File: src/rtl/acc_pkg.sv
// Shared definitions for the acc_core / acc_ctrl pair: default widths and
// the sequencer state encoding.
package acc_pkg;

    localparam int DEF_IN_DATA_WIDTH = 8;
    localparam int DEF_DWIDTH        = 16;

    typedef enum logic [1:0] {
        ST_IDLE  = 2'd0,
        ST_RUN   = 2'd1,
        ST_DRAIN = 2'd2,
        ST_DONE  = 2'd3
    } state_e;

endpackage

File: src/rtl/acc_ctrl_fsm.sv
// Sequencer state register for acc_ctrl. The qualified job events are
// computed in the parent; this block only decides where to go next.
module acc_ctrl_fsm
    import acc_pkg::*;
(
    input  logic   clk,
    input  logic   rst_n,
    input  logic   start_job_i,
    input  logic   start_zero_i,
    input  logic   last_issue_i,
    input  logic   last_ack_i,
    output state_e state_o
);

    state_e state_q;
    state_e state_d;

    always_ff @(posedge clk or negedge rst_n) begin
        if (!rst_n) begin
            state_q <= ST_IDLE;
        end else begin
            state_q <= state_d;
        end
    end

    always_comb begin
        state_d = state_q;
        case (state_q)
            ST_IDLE: begin
                if (start_job_i) begin
                    state_d = ST_RUN;
                end else if (start_zero_i) begin
                    state_d = ST_DONE;
                end
            end
            ST_RUN: begin
                if (last_issue_i) begin
                    state_d = ST_DRAIN;
                end
            end
            ST_DRAIN: begin
                if (last_ack_i) begin
                    state_d = ST_DONE;
                end
            end
            ST_DONE:  state_d = ST_IDLE;
            default:  state_d = ST_IDLE;
        endcase
    end

    assign state_o = state_q;

endmodule

File: src/rtl/acc_ctrl.sv
// Job sequencer for acc_core: streams N operands from a 1-cycle-latency
// memory into the core and reports the job sum relative to the start total.
module acc_ctrl
    import acc_pkg::*;
#(
    parameter int IN_DATA_WIDTH = DEF_IN_DATA_WIDTH,
    parameter int DWIDTH        = DEF_DWIDTH,
    parameter int AWIDTH        = 6,
    parameter int CNT_WIDTH     = 7
) (
    input  logic                     clk,
    input  logic                     rst_n,
    input  logic                     start_i,
    input  logic [CNT_WIDTH-1:0]     num_cnt_i,
    input  logic [AWIDTH-1:0]        base_addr_i,
    output logic                     idle_o,
    output logic                     running_o,
    output logic                     done_o,
    output logic [DWIDTH-1:0]        result_o,
    output logic                     mem_ce_o,
    output logic [AWIDTH-1:0]        mem_addr_o,
    input  logic [IN_DATA_WIDTH-1:0] mem_q_i,
    output logic                     acc_run_o,
    output logic                     acc_valid_o,
    output logic [IN_DATA_WIDTH-1:0] acc_number_o,
    input  logic                     acc_valid_i,
    input  logic [DWIDTH-1:0]        acc_result_i
);

    state_e state;

    logic [CNT_WIDTH-1:0] cnt_q, cnt_d;
    logic [CNT_WIDTH-1:0] issue_cnt_q, issue_cnt_d;
    logic [CNT_WIDTH-1:0] ack_cnt_q, ack_cnt_d;
    logic [AWIDTH-1:0]    base_q, base_d;
    logic [DWIDTH-1:0]    baseline_q, baseline_d;
    logic [DWIDTH-1:0]    result_q, result_d;
    logic                 acc_valid_q, acc_valid_d;

    logic in_idle, in_run, in_drain;
    logic start_job, start_zero, last_issue, last_ack;

    assign in_idle  = (state == ST_IDLE);
    assign in_run   = (state == ST_RUN);
    assign in_drain = (state == ST_DRAIN);

    assign start_job  = in_idle && start_i && (num_cnt_i != '0);
    assign start_zero = in_idle && start_i && (num_cnt_i == '0);
    assign last_issue = in_run && (issue_cnt_q == cnt_q - CNT_WIDTH'(1));
    // The core reports its updated total in the same cycle as the final ack.
    assign last_ack   = (in_run || in_drain) && acc_valid_i &&
                        (ack_cnt_q + CNT_WIDTH'(1) == cnt_q);

    acc_ctrl_fsm u_fsm (
        .clk          (clk),
        .rst_n        (rst_n),
        .start_job_i  (start_job),
        .start_zero_i (start_zero),
        .last_issue_i (last_issue),
        .last_ack_i   (last_ack),
        .state_o      (state)
    );

    always_comb begin
        cnt_d       = cnt_q;
        issue_cnt_d = issue_cnt_q;
        ack_cnt_d   = ack_cnt_q;
        base_d      = base_q;
        baseline_d  = baseline_q;
        result_d    = result_q;
        acc_valid_d = in_run;

        if (start_job) begin
            cnt_d       = num_cnt_i;
            base_d      = base_addr_i;
            baseline_d  = acc_result_i;
            issue_cnt_d = '0;
            ack_cnt_d   = '0;
        end else if (start_zero) begin
            result_d = '0;
        end

        if (in_run) begin
            issue_cnt_d = issue_cnt_q + CNT_WIDTH'(1);
        end

        if ((in_run || in_drain) && acc_valid_i) begin
            ack_cnt_d = ack_cnt_q + CNT_WIDTH'(1);
        end

        // Modular difference stays correct across core total wrap-around.
        if (last_ack) begin
            result_d = acc_result_i - baseline_q;
        end
    end

    always_ff @(posedge clk or negedge rst_n) begin
        if (!rst_n) begin
            cnt_q       <= '0;
            issue_cnt_q <= '0;
            ack_cnt_q   <= '0;
            base_q      <= '0;
            baseline_q  <= '0;
            result_q    <= '0;
            acc_valid_q <= 1'b0;
        end else begin
            cnt_q       <= cnt_d;
            issue_cnt_q <= issue_cnt_d;
            ack_cnt_q   <= ack_cnt_d;
            base_q      <= base_d;
            baseline_q  <= baseline_d;
            result_q    <= result_d;
            acc_valid_q <= acc_valid_d;
        end
    end

    assign idle_o       = in_idle;
    assign running_o    = in_run || in_drain;
    assign done_o       = (state == ST_DONE);
    assign result_o     = result_q;
    assign mem_ce_o     = in_run;
    assign mem_addr_o   = in_run ? (base_q + AWIDTH'(issue_cnt_q)) : '0;
    assign acc_run_o    = in_run || in_drain;
    assign acc_valid_o  = acc_valid_q;
    assign acc_number_o = acc_valid_q ? mem_q_i : '0;

endmodule
File: config.mk
export PLATFORM = sky130hd
export DESIGN_NAME = acc_ctrl
export DESIGN_NICKNAME = d
export VERILOG_FILES = /design/src/rtl/acc_pkg.sv /design/src/rtl/acc_ctrl_fsm.sv /design/src/rtl/acc_ctrl.sv
export SDC_FILE = /design/constraint.sdc
export NUM_CORES = 1
export LEC_CHECK = 0
export CAP_MARGIN = 30
export CORE_UTILIZATION = 50
export DETAILED_ROUTE_END_ITERATION = 16
export HOLD_SLACK_MARGIN = 0.02
export PLACE_DENSITY = 0.8
export SKIP_CTS_REPAIR_TIMING = 1
export SYNTH_ARGS = -nofsm -noshare
export SYNTH_HDL_FRONTEND = slang
export SYNTH_HIERARCHICAL = 1
export SYNTH_SLANG_ARGS = --single-unit
export TNS_END_PERCENT = 30
File: constraint.sdc
create_clock -name clk -period 3 [get_ports clk]
set_clock_uncertainty 0.1 [all_clocks]
set_input_delay 0.9 -clock clk [delete_from_list [all_inputs] [get_ports clk]]
set_output_delay 0.9 -clock clk [all_outputs]
set_load 0.01 [all_outputs]
==> results.json <==
{
  "synth_nets": 542,
  "cpMaxStageDelayCell": "dfrtp_1",
  "die_w_um": 93.2,
  "ant_nets": 0,
  "postSynthAreaPerCell_sq_um": 8.88,
  "clockBufferDepth": 2,
  "r2r-start": "cnt_q[0]",
  "nets": 654,
  "ys_seq_area_share_pct": 37.3,
  "fp-row-count": 32,
  "start_util_pct": 52.8,
  "setup_violations": 0,
  "slew_headroom_pct": 65.2,
  "cts_tree": "yes",
  "coreArea_sq_um": 7890,
  "post-dp-hpwl_mm": 7.59,
  "drive_gt1_share_pct": 14.9,
  "rsz0062_at_grt": "yes",
  "portBuffers": 76,
  "grt_usage_pct": 24.8,
  "synth_most_common_cell": "nand2_1",
  "worst-setup-path-type": "register to output port",
  "met3_length_um": 399,
  "critPathTopFamily": "compound AO/OA/AOI/OAI gates",
  "grt_max_degree": 63,
  "worstSetupStartpointType": "register",
  "viasPerCell": 5.39,
  "seqPwrFrac_pct": 26.3,
  "clk_pin_slew_ns": 0.07,
  "ys_ff_latch": 62,
  "cp_max_fo": 2,
  "num_vias": 3704,
  "die-area_sq_um": 8690,
  "met1_length_mm": 4.31,
  "yosys_warnings": 6,
  "synth_common_cells": "91 x nand2_1, 62 x dfrtp_1, 32 x o21ai_0",
  "synth.area.top_cells": "dfrtp_1 37%, ha_1 9.0%, nand2_1 8.2%",
  "design_area_sq_um": 5560,
  "drv_slew": 0,
  "stdcell_count": 687,
  "hp-start": "base_q[0]",
  "cp.arrival_ns": 1.99,
  "fin_crit_sh_pct": 99.6,
  "areaGrowthSynthToFinish_pct": 33.6,
  "synth_top_flop_cell": "dfrtp_1",
  "synth-edff-count": 0,
  "path_cells": "ha_1, a21o_1, a21oi_2, o21bai_1, a21oi_1, xnor2_1, and2_1, clkbuf_2",
  "cts_buffers": 9,
  "yosys.area.top_type": "dfrtp_1",
  "yosysTopAreaCellShare_pct": 37.3,
  "post-route-drc-count": 0,
  "grt_pass1_wl_mm": 17.0,
  "place_ws_ns": -0.386,
  "fin_ws_ns": 0.0127,
  "total_power_mw": 5.62,
  "netlist_area_sq_um": 4160,
  "crit_start": "issue_cnt_q[1]",
  "wl_per_cell_um": 14.6,
  "grt_pass1_vias": 3831,
  "fin_tns_setup_ns": 0,
  "cap_violations": 0,
  "ios": 77,
  "r2r_slack_ns": 0.57,
  "wl_met2_mm": 5.13,
  "clkPwrFrac_pct": 13.8,
  "outcome": "complete, no violations",
  "placed_cell_area_sq_um": 5300,
  "drt-total-wl_mm": 10.1,
  "dr.pass1.iters": 4,
  "async_reset_ff_share_pct": 100,
  "insertion_delay_ns": 0.34,
  "place_congestion": 0.878,
  "pwr-share-comb_pct": 59.9,
  "grt_antenna_before_repair": 0,
  "dieHeight_um": 93.2,
  "cts.sink_count": 62,
  "max_stage_delay_ns": 0.40,
  "switching_share_pct": 41.2,
  "fmax_mhz": 335,
  "pwr_density_cell_nw_per_um2": 1010,
  "crit_buf_inv": 1,
  "netlist_instances": 469,
  "worstHoldPathType": "register to register",
  "hold_viol": 0,
  "diodes": 0,
  "holdWs_ns": 0.392,
  "highest_layer": "met4",
  "htree_num_levels": 3,
  "p_int_mw": 3.31,
  "worst_pin_slew_ns": 0.516,
  "critPathRequiredTime_ns": 2.00,
  "endpoint_kind": "output port",
  "yosysUniqueCellTypes": 58,
  "dp_cells": 672,
  "p_switching_mw": 2.31,
  "dr.first_iter.drc_count": 139,
  "power_leakage_nw": 2.73,
  "cts-root-buf": "clkbuf_8",
  "fin_crit_ns": 2.99,
  "utilization_pct": 70.5,
  "peakVddDrop_mv": 0.577,
  "grt_overflow": 0
}
## state kept, by name, summed over array words and instances, names as in the netlist
signal,cells
acc_valid_o,1
ack_cnt_q,7
base_q,6
baseline_q,16
cnt_q,7
issue_cnt_q,7
result_o,16
u_fsm/state_o,2
## layout by cell type (no fill, tap or decap), drive strengths merged, types with 13 or more instances in the layout
master | synthesis | final
xnor2 | 19 | 19
mux2i | 21 | 21
nand2 | 91 | 91
o21ai | 39 | 39
ha | 30 | 30
xor2 | 17 | 17
and2 | 16 | 16
clkdlybuf4s50 | 0 | 62
inv | 31 | 31
a21oi | 19 | 19
dfrtp | 62 | 62
buf | 11 | 46
nor2 | 13 | 13
clkbuf | 8 | 14
## layer usage
metal	GRT usage, %	vias up
met3	3.98	19
met1	29.6	1766
li1	-	1827
met5	0	-
met2	43.8	92
met4	10.6	0
## worst reg2reg max path: stages (launching register included)
cell and delay, ns:
dfrtp_1 0.45, inv_1 0.11, ha_1 0.23, nand2b_1 0.15
a21oi_1 0.08, a311oi_1 0.27, a41oi_1 0.07, nor4_1 0.18
inv_1 0.09, a221oi_2 0.36, mux2i_1 0.24
## path summary, 6_finish.rpt
kind	to	cells after the start
worst max-delay path	mem_addr_o[5]	8
worst min-delay path	base_q[0]	2
worst max register to register	u_fsm/state_o[0]	10
worst min register to register	base_q[0]	2
min in group asynchronous	base_q[4]	2
max in group asynchronous	baseline_q[10]	2
## logic make-up (layout without fill, tap and decap cells)
kind of cell,Yosys count,count (layout),share of synthesized area (%)
AND/OR/NAND/NOR,169,169,19.1
AO/OA/AOI/OAI,97,97,15.1
flip-flops,62,62,37.3
buffers and inverters,50,166,5.35
XOR/XNOR,36,36,7.57
adder cells (fa/ha/maj),32,32,9.98
multiplexers,23,23,5.59
## power groups by stage
stage | clock, mW | sequential [mW] | combinational (mW)
3_3_place_gp | 0 | 1.47 | 3.15
2_1_floorplan | 0 | 1.48 | 2.02
6_report | 0.777 | 1.48 | 3.37
3_5_place_dp | 0 | 1.49 | 3.29
5_1_grt | 0.826 | 1.53 | 3.72
4_1_cts | 0.787 | 1.48 | 3.32
## area by class of cell
type                    instances  area, sq um
fillers                       609         2330
repair buffers                120         1120
inverters                      31          116
clock inverters                 3         42.5
flip-flops and latches         62         1550
multi-input cells             357         2440
well taps                     102          128
clock buffers                  12          165
Note: power is estimated with default switching activity, not from simulation.
